[src/rtl/data_axi_bridge.sv]
// Memory-stage data port to AXI-lite bridge; one transaction in flight (IDLE/AR/R/AWW/B).
// Latency: read completion pulse 3 cycles after accept with zero-wait slave; write adds the B phase.
// Backpressure: requests are stalled (data_addr_ok=0) until the bridge is idle; build option DATA_BRIDGE_POSTED_WRITE_EN.
module data_axi_bridge #(
    parameter int ADDR_ALIGN_READ = 1
) (
    input  logic        clk,
    input  logic        rst,
    input  logic        data_req,
    input  logic        data_wr,
    input  logic [1:0]  data_size,
    input  logic [31:0] data_addr,
    input  logic [31:0] data_wdata,
    output logic        data_addr_ok,
    output logic        data_data_ok,
    output logic [31:0] data_rdata,
    output logic [31:0] araddr,
    output logic        arvalid,
    input  logic        arready,
    input  logic [31:0] rdata,
    input  logic        rvalid,
    output logic        rready,
    output logic [31:0] awaddr,
    output logic        awvalid,
    input  logic        awready,
    output logic [31:0] wdata,
    output logic [3:0]  wstrb,
    output logic        wvalid,
    input  logic        wready,
    input  logic        bvalid,
    output logic        bready
);

    typedef enum logic [2:0] {S_IDLE, S_AR, S_R, S_AWW, S_B} state_t;

    state_t      state_q, state_d;
    logic [31:0] addr_q, addr_d;
    logic [31:0] wdata_q, wdata_d;
    logic [3:0]  wstrb_q, wstrb_d;
    logic [31:0] rdata_q, rdata_d;
    logic        ok_q, ok_d;
    logic        aw_done_q, aw_done_d;
    logic        w_done_q, w_done_d;
    logic        accept_c;
    logic        aw_fin, w_fin;
    logic [3:0]  strb_c;

    always_comb begin
        case (data_size)
            2'b00:   strb_c = 4'b0001 << data_addr[1:0];
            2'b01:   strb_c = 4'b0011 << {data_addr[1], 1'b0};
            default: strb_c = 4'b1111;
        endcase
    end

    always_comb begin
        state_d   = state_q;
        addr_d    = addr_q;
        wdata_d   = wdata_q;
        wstrb_d   = wstrb_q;
        rdata_d   = rdata_q;
        ok_d      = 1'b0;
        aw_done_d = aw_done_q;
        w_done_d  = w_done_q;
        accept_c  = 1'b0;
        arvalid   = 1'b0;
        rready    = 1'b0;
        awvalid   = 1'b0;
        wvalid    = 1'b0;
        bready    = 1'b0;
        aw_fin    = 1'b0;
        w_fin     = 1'b0;
        case (state_q)
            S_IDLE: begin
                if (data_req) begin
                    accept_c  = 1'b1;
                    addr_d    = data_addr;
                    wdata_d   = data_wdata;
                    wstrb_d   = strb_c;
                    aw_done_d = 1'b0;
                    w_done_d  = 1'b0;
                    state_d   = data_wr ? S_AWW : S_AR;
                end
            end
            S_AR: begin
                arvalid = 1'b1;
                if (arready) state_d = S_R;
            end
            S_R: begin
                rready = 1'b1;
                if (rvalid) begin
                    rdata_d = rdata;
                    ok_d    = 1'b1;
                    state_d = S_IDLE;
                end
            end
            S_AWW: begin
                // AW and W channels retire independently; leave only once both are done.
                awvalid   = !aw_done_q;
                wvalid    = !w_done_q;
                aw_fin    = aw_done_q | awready;
                w_fin     = w_done_q | wready;
                aw_done_d = aw_fin;
                w_done_d  = w_fin;
                if (aw_fin && w_fin) begin
                    state_d = S_B;
`ifdef DATA_BRIDGE_POSTED_WRITE_EN
                    ok_d    = 1'b1;
`endif
                end
            end
            S_B: begin
                bready = 1'b1;
                if (bvalid) begin
                    state_d = S_IDLE;
`ifndef DATA_BRIDGE_POSTED_WRITE_EN
                    ok_d    = 1'b1;
`endif
                end
            end
            default: state_d = S_IDLE;
        endcase
    end

    always_ff @(posedge clk or negedge rst) begin
        if (!rst) begin
            state_q   <= S_IDLE;
            addr_q    <= '0;
            wdata_q   <= '0;
            wstrb_q   <= '0;
            rdata_q   <= '0;
            ok_q      <= 1'b0;
            aw_done_q <= 1'b0;
            w_done_q  <= 1'b0;
        end else begin
            state_q   <= state_d;
            addr_q    <= addr_d;
            wdata_q   <= wdata_d;
            wstrb_q   <= wstrb_d;
            rdata_q   <= rdata_d;
            ok_q      <= ok_d;
            aw_done_q <= aw_done_d;
            w_done_q  <= w_done_d;
        end
    end

    // Reset gates the accept strobe so a request held during reset is never acknowledged.
    assign data_addr_ok = accept_c & rst;
    assign data_data_ok = ok_q;
    assign data_rdata   = rdata_q;
    assign araddr       = (ADDR_ALIGN_READ != 0) ? {addr_q[31:2], 2'b00} : addr_q;
    assign awaddr       = {addr_q[31:2], 2'b00};
    assign wdata        = wdata_q;
    assign wstrb        = wstrb_q;

endmodule

[config.mk]
export PLATFORM = sky130hd
export DESIGN_NAME = data_axi_bridge
export DESIGN_NICKNAME = d
export VERILOG_FILES = /design/src/rtl/data_axi_bridge.sv
export SDC_FILE = /design/constraint.sdc
export NUM_CORES = 1
export LEC_CHECK = 0
export BUFFER_PORTS_ARGS = -buffer_cell sky130_fd_sc_hd__clkbuf_2
export CORE_ASPECT_RATIO = 0.6
export CORE_MARGIN = 2
export CORE_UTILIZATION = 40
export DETAILED_ROUTE_END_ITERATION = 8
export PLACE_DENSITY = 0.79
export SYNTH_ARGS = -nofsm -noshare
export SYNTH_HDL_FRONTEND = slang
export SYNTH_SLANG_ARGS = --single-unit
[constraint.sdc]
create_clock -name clk -period 2.3 [get_ports clk]
set_input_delay 0.23 -clock clk [delete_from_list [all_inputs] [get_ports clk]]
set_output_delay 0.23 -clock clk [all_outputs]
set_load 0.1 [all_outputs]
==> flow_metrics.env, run 1 <==
export IMPL_path_clk_slew_ns=0.07
export IMPL_io_buffers=241
export IMPL_dr_pass1_iters=6
export IMPL_hp_class="in -> reg"
export IMPL_synth_top_cell_by_area="dfrtp_1"
export IMPL_n_fill_cell=931
export IMPL_finalSetupTns_ns=0
export IMPL_numCtsBuffers=9
export IMPL_cp_start_kind="register"
export IMPL_period_needed_ns=2.16
export IMPL_grt_max_degree=105
export IMPL_worst_setup_path_end_kind="primary output"
export IMPL_syn_avg_cell_area_um2=15.4
export IMPL_critical_path_startpoint="state_q[0]"
export IMPL_yosys_cell_count_top_type="dfrtp_1"
export IMPL_outcome="completed"
export IMPL_die_w_um=140
export IMPL_antenna_diode_count=0
export IMPL_cts_hold_buffers=1
export IMPL_r2r_start="state_q[0]"
export IMPL_post_dp_hpwl_um=7340
export IMPL_htreeDepth=3
export IMPL_core_area_um2=10700
export IMPL_async_flop_share_pct=100
export IMPL_start_util_pct=41.6
export IMPL_cts_root_buf="clkbuf_16"
export IMPL_reg2reg_depth=3
export IMPL_clock_skew_ns=0.00683
export IMPL_clock_path_buffers=2
export IMPL_regToRegSetupSlack_ns=0.45
export IMPL_final_antenna_net_count=0
export IMPL_drc=0
export IMPL_routed_via_count=3027
export IMPL_finalSetupViolCount=0
export IMPL_clock_latency_ns=0.34
export IMPL_rsz0062_at_grt="false"
export IMPL_grt_pass1_wl_um=15500
export IMPL_gr_total_overflow=0
export IMPL_yosysSeqAreaShare_pct=58.2
export IMPL_grt_pass1_vias=3210
export IMPL_synth_edff_count=0
export IMPL_cap_violations=0
export IMPL_ioPinCount=246
export IMPL_cp_data_required_time_ns=2.07
export IMPL_post_cts_resized=0
export IMPL_wl_um=9730
export IMPL_final_hold_viol_count=0
export IMPL_cts_tree="yes"
export IMPL_die_h_um=85.9
export IMPL_rows=29
export IMPL_crit_end="bready"
export IMPL_max_clock_freq_mhz=463
export IMPL_tightest_slew_ns=0.576
export IMPL_place_congestion=0.756
export IMPL_nets=610
export IMPL_area_growth_pct=29.9
export IMPL_rr_endpoint="addr_q[17]"
export IMPL_worstSetupPathType="reg -> out"
export IMPL_synth_top_area_share_pct=58.2
export IMPL_syn_inst=291
export IMPL_initialDrtViolationCount=81
export IMPL_slew_headroom_pct=61.8
export IMPL_viasPerCell=4.68
export IMPL_synthTopCellsByArea="dfrtp_1, mux2_2, mux2_4, buf_4, buf_6"
export IMPL_dieArea_um2=12100
export IMPL_ys_warn_count=0
export IMPL_synth_seq_cells=104
export IMPL_finalMaxSlewViolations=0
export IMPL_synthTopCellsByCount="dfrtp_1, mux2_2, buf_4, mux2_4"
export IMPL_finalCritPeriodShare_pct=94.0
export IMPL_grt_use_total_pct=16.3
export IMPL_postCtsSetupBuffers=0
export IMPL_arrival_ns=1.93
export IMPL_antenna_found_initial=0
export IMPL_synth_ff_type="dfrtp_1"
export IMPL_synth_area_um2=4470
export IMPL_synth_cell_types=29
export IMPL_wl_per_cell_um=15.0
export IMPL_critPathMaxFanout=8
export IMPL_drive_above_1_share_pct=70.9
export IMPL_cts_sinks=104
==> registers in the layout, indices dropped and copies added (netlist names) <==
| name | flops |
|---|---|
| wstrb | 4 |
| aw_done_q | 1 |
| wdata | 32 |
| addr_q | 30 |
| state_q | 3 |
| data_data_ok | 1 |
| data_rdata | 32 |
| w_done_q | 1 |
==> kinds of logic (layout without fill, tap and decap cells) <==
| group | after synthesis | after routing | share of synthesized area, % |
|---|---|---|---|
| flops | 104 | 104 | 58.2 |
| mux | 95 | 95 | 26.3 |
| buf+inv | 50 | 264 | 9.63 |
| simple gates | 23 | 23 | 3.44 |
| compound gates | 18 | 18 | 2.30 |
| other cells | 1 | 4 | 0.0839 |
==> worst min-delay path by stage <==
stage	slack [ns]	cells past startpoint	from	end
after floorplan	-0.07	0	rst	addr_q[10]
after global placement	0.33	2	rst	wdata[28]
after detailed placement	0.36	2	rst	wdata[26]
after CTS	0.11	2	data_wdata[2]	wdata[2]
after global routing	0.10	2	data_addr[18]	addr_q[18]
final	0.12	2	data_wdata[8]	wdata[8]
==> critical path, stage by stage (launching register included) <==
cell,delay (ns)
dfrtp_1,0.51
or3b_2,0.55
inv_1,0.09
clkbuf_2,0.45
==> cell usage in the layout, fill, tap and decap left out, drive strengths merged <==
cell | Yosys | final
a21o | 1 | 1
a21oi | 11 | 11
a31oi | 1 | 1
and2 | 2 | 2
and3b | 1 | 1
buf | 48 | 6
clkbuf | 0 | 249
clkinv | 0 | 2
clkinvlp | 0 | 2
conb | 1 | 4
dfrtp | 104 | 104
dlygate4sd3 | 0 | 1
inv | 2 | 4
mux2 | 94 | 94
mux2i | 1 | 1
nand2 | 1 | 1
nand2b | 2 | 2
nand3b | 1 | 1
nor2 | 11 | 11
nor3b | 1 | 1
nor4b | 1 | 1
o21ai | 1 | 1
o21bai | 1 | 1
o22ai | 2 | 2
o2bb2ai | 1 | 1
or2 | 1 | 1
or2b | 1 | 1
or3b | 1 | 1
==> layout make-up <==
cell class	count	area (um^2)	area share [%]
Multi-Input combinational cell	140	1450	25.0
Clock buffer	10	229	3.94
Sequential cell	104	2600	44.8
Inverter	2	7.51	0.129
Tap cell	139	174	3.00
Timing Repair Buffer	246	1300	22.4
Clock inverter	6	42.5	0.733
==> layer usage <==
layer	GRT usage, %	wire, um
met1	18.4	3720
met2	29.1	5070
met3	6.87	875
met4	3.73	72
met5	0	0
==> metrics by stage <==
stage                     instance area (um^2)  utilization (%)  worst slack, ns  instances  hold slack [ns]
after floorplan                           4490                -          -0.0143        294          -0.0656
after global placement                    5530             51.4            0.531        630            0.333
after detailed placement                  5530             51.4            0.453        630            0.356
after CTS                                 5810             54.1            0.131        647            0.105
after global routing                      5810             54.1           0.0681        647            0.101
final                                     5810             54.1            0.139        647            0.120
Power of run 1 is not shown: default switching activity piles up to over one toggle a cycle in this logic, so the estimate is an artifact.
==> run 2, diff against run 1 <==
--- a/config.mk
+++ b/config.mk
@@ -12,4 +12,5 @@
 export DETAILED_ROUTE_END_ITERATION = 8
 export PLACE_DENSITY = 0.79
+export REMOVE_ABC_BUFFERS = 1
 export SYNTH_ARGS = -nofsm -noshare
 export SYNTH_HDL_FRONTEND = slang
==> constraint.sdc (replaced) <==
create_clock -name clk -period 2.3 [get_ports clk]
set_input_delay 0.23 -clock clk [delete_from_list [all_inputs] [get_ports clk]]
set_output_delay 0.23 -clock clk [all_outputs]
set_load 0.05 [all_outputs]
==> run 2 against run 1 <==
Compared with the run above:
- sequential share of layout area down 0.60 points
- critical path depth grew 1
- wire length grew 6.2%
- critical path type unchanged
- critical endpoint is now data_addr_ok
- largest cell class unchanged
==> flow_metrics.env, run 2 (synthesis results as in run 1) <==
export IMPL_core_area_um2=10700
export IMPL_finalCritPeriodShare_pct=94.2
export IMPL_grt_max_degree=61
export IMPL_die_w_um=140
export IMPL_min_path_cells=2
export IMPL_worst_setup_path_end_kind="primary output"
export IMPL_outcome="completed"
export IMPL_gr_total_overflow=0
export IMPL_min_from="rdata[29]"
export IMPL_final_antenna_net_count=0
export IMPL_nets=616
export IMPL_viasPerCell=4.66
export IMPL_ioPinCount=246
export IMPL_r2r_start="state_q[1]"
export IMPL_final_common_cell="clkbuf_2"
export IMPL_wl_per_cell_um=15.9
export IMPL_worstSetupPathType="reg -> out"
export IMPL_final_core_utilization_pct=54.8
export IMPL_hp_class="in -> reg"
export IMPL_dp_cells=634
export IMPL_critPathMaxFanout=24
export IMPL_reg2reg_depth=4
export IMPL_post_dp_hpwl_um=7840
export IMPL_tightest_slew_ns=0.753
export IMPL_drive_above_1_share_pct=71.0
export IMPL_clock_latency_ns=0.34
export IMPL_max_clock_freq_mhz=462
export IMPL_cp_start_kind="register"
export IMPL_period_needed_ns=2.17
export IMPL_cts_root_buf="clkbuf_16"
export IMPL_clock_skew_ns=0.00743
export IMPL_cts_tree="yes"
export IMPL_io_buffers=241
export IMPL_die_h_um=85.9
export IMPL_cp_data_required_time_ns=2.07
export IMPL_arrival_ns=1.94
export IMPL_place_ws_ns=0.458
export IMPL_grt_pass1_vias=3066
export IMPL_routed_via_count=3037
export IMPL_setup_ws_ns=0.134
export IMPL_antenna_found_initial=0
export IMPL_cap_violations=0
export IMPL_grt_use_total_pct=16.9
export IMPL_rr_endpoint="data_rdata[23]"
export IMPL_path_clk_slew_ns=0.07
export IMPL_initialDrtViolationCount=69
export IMPL_dieArea_um2=12100
export IMPL_rsz0062_at_grt="false"
export IMPL_regToRegSetupSlack_ns=0.45
export IMPL_place_congestion=0.742
export IMPL_htreeDepth=3
export IMPL_layout_common_cells="clkbuf_2, dfrtp_1, mux2_2"
export IMPL_finalSetupViolCount=0
export IMPL_wl_um=10300
export IMPL_rows=29
export IMPL_final_hold_viol_count=0
export IMPL_clock_path_buffers=2
export IMPL_area_growth_pct=31.6
export IMPL_cts_sinks=104
export IMPL_slew_headroom_pct=49.8
export IMPL_min_to="data_rdata[29]"
export IMPL_grt_pass1_wl_um=15900
export IMPL_drc=0
export IMPL_finalMaxSlewViolations=0
export IMPL_numCtsBuffers=9
export IMPL_dr_pass1_iters=4
export IMPL_antenna_diode_count=0
export IMPL_start_util_pct=41.6
export IMPL_instances_no_fill=652
run 2: changes by cell type in the layout (fill, tap and decap cells not counted):
cell	before	now
clkinvlp_4	2	1
buf_12	4	2
clkbuf_2	239	240
clkbuf_16	9	10
dfrtp_1	103	104
bufinv_16	0	2
clkinv_2	2	1
buf_4	2	7
buf_6	0	1
inv_6	2	1
dfrtp_2	1	0
run 2: worst max path at each step:
stage,start,end,slack (ns),cells past startpoint
2_1_floorplan,state_q[0],data_addr_ok,-1.35,2
3_3_place_gp,state_q[0],data_addr_ok,0.49,4
4_1_cts,state_q[0],data_addr_ok,0.1,4
6_report,state_q[1],data_addr_ok,0.13,4
3_5_place_dp,state_q[2],wdata[21],0.46,4
5_1_grt,state_q[1],data_addr_ok,0.02,4
run 2: what timing repair did:
item,CTS,global route
endpoints found under the hold margin,18,0
setup buffers,0,1
endpoints found under the setup margin,0,1
gates resized for setup,0,1
hold buffers,1,0
run 2: through the flow:
stage          setup TNS, ns  instance area (um^2)  hold slack [ns]
6_report                   0                  5880            0.122
5_1_grt                    0                  5880            0.103
4_1_cts                    0                  5860            0.105
3_5_place_dp               0                  5540            0.365
3_3_place_gp               0                  5540            0.343
2_1_floorplan         -73.51                  4060          -0.0656
run 2: routing by layer:
metal	share of wire [%]	wire length, um	vias to the layer above	track usage, %
li1	-	-	1398	-
met1	42	4330	1484	21.2
met5	0	0	-	0
met2	49	5080	146	28.7
met3	8.3	860	9	6.09
met4	0.63	65	0	3.55
run 2: final cells by class:
| cell class | instances | area, um^2 |
|---|---|---|
| Clock inverter | 5 | 81.3 |
| Inverter | 2 | 7.51 |
| Clock buffer | 10 | 229 |
| Sequential cell | 104 | 2600 |
| Timing Repair Buffer | 252 | 1340 |
| Tap cell | 139 | 174 |
| Fill cell | 899 | 4860 |
| Multi-Input combinational cell | 140 | 1450 |
run 2: worst max-delay path: stages (launching register included):
cell and delay, ns:
dfrtp_1 0.50, nor4b_4 0.38, clkbuf_16 0.28, and2_1 0.15, clkbuf_2 0.27
Power of run 2 is left out for the same reason.
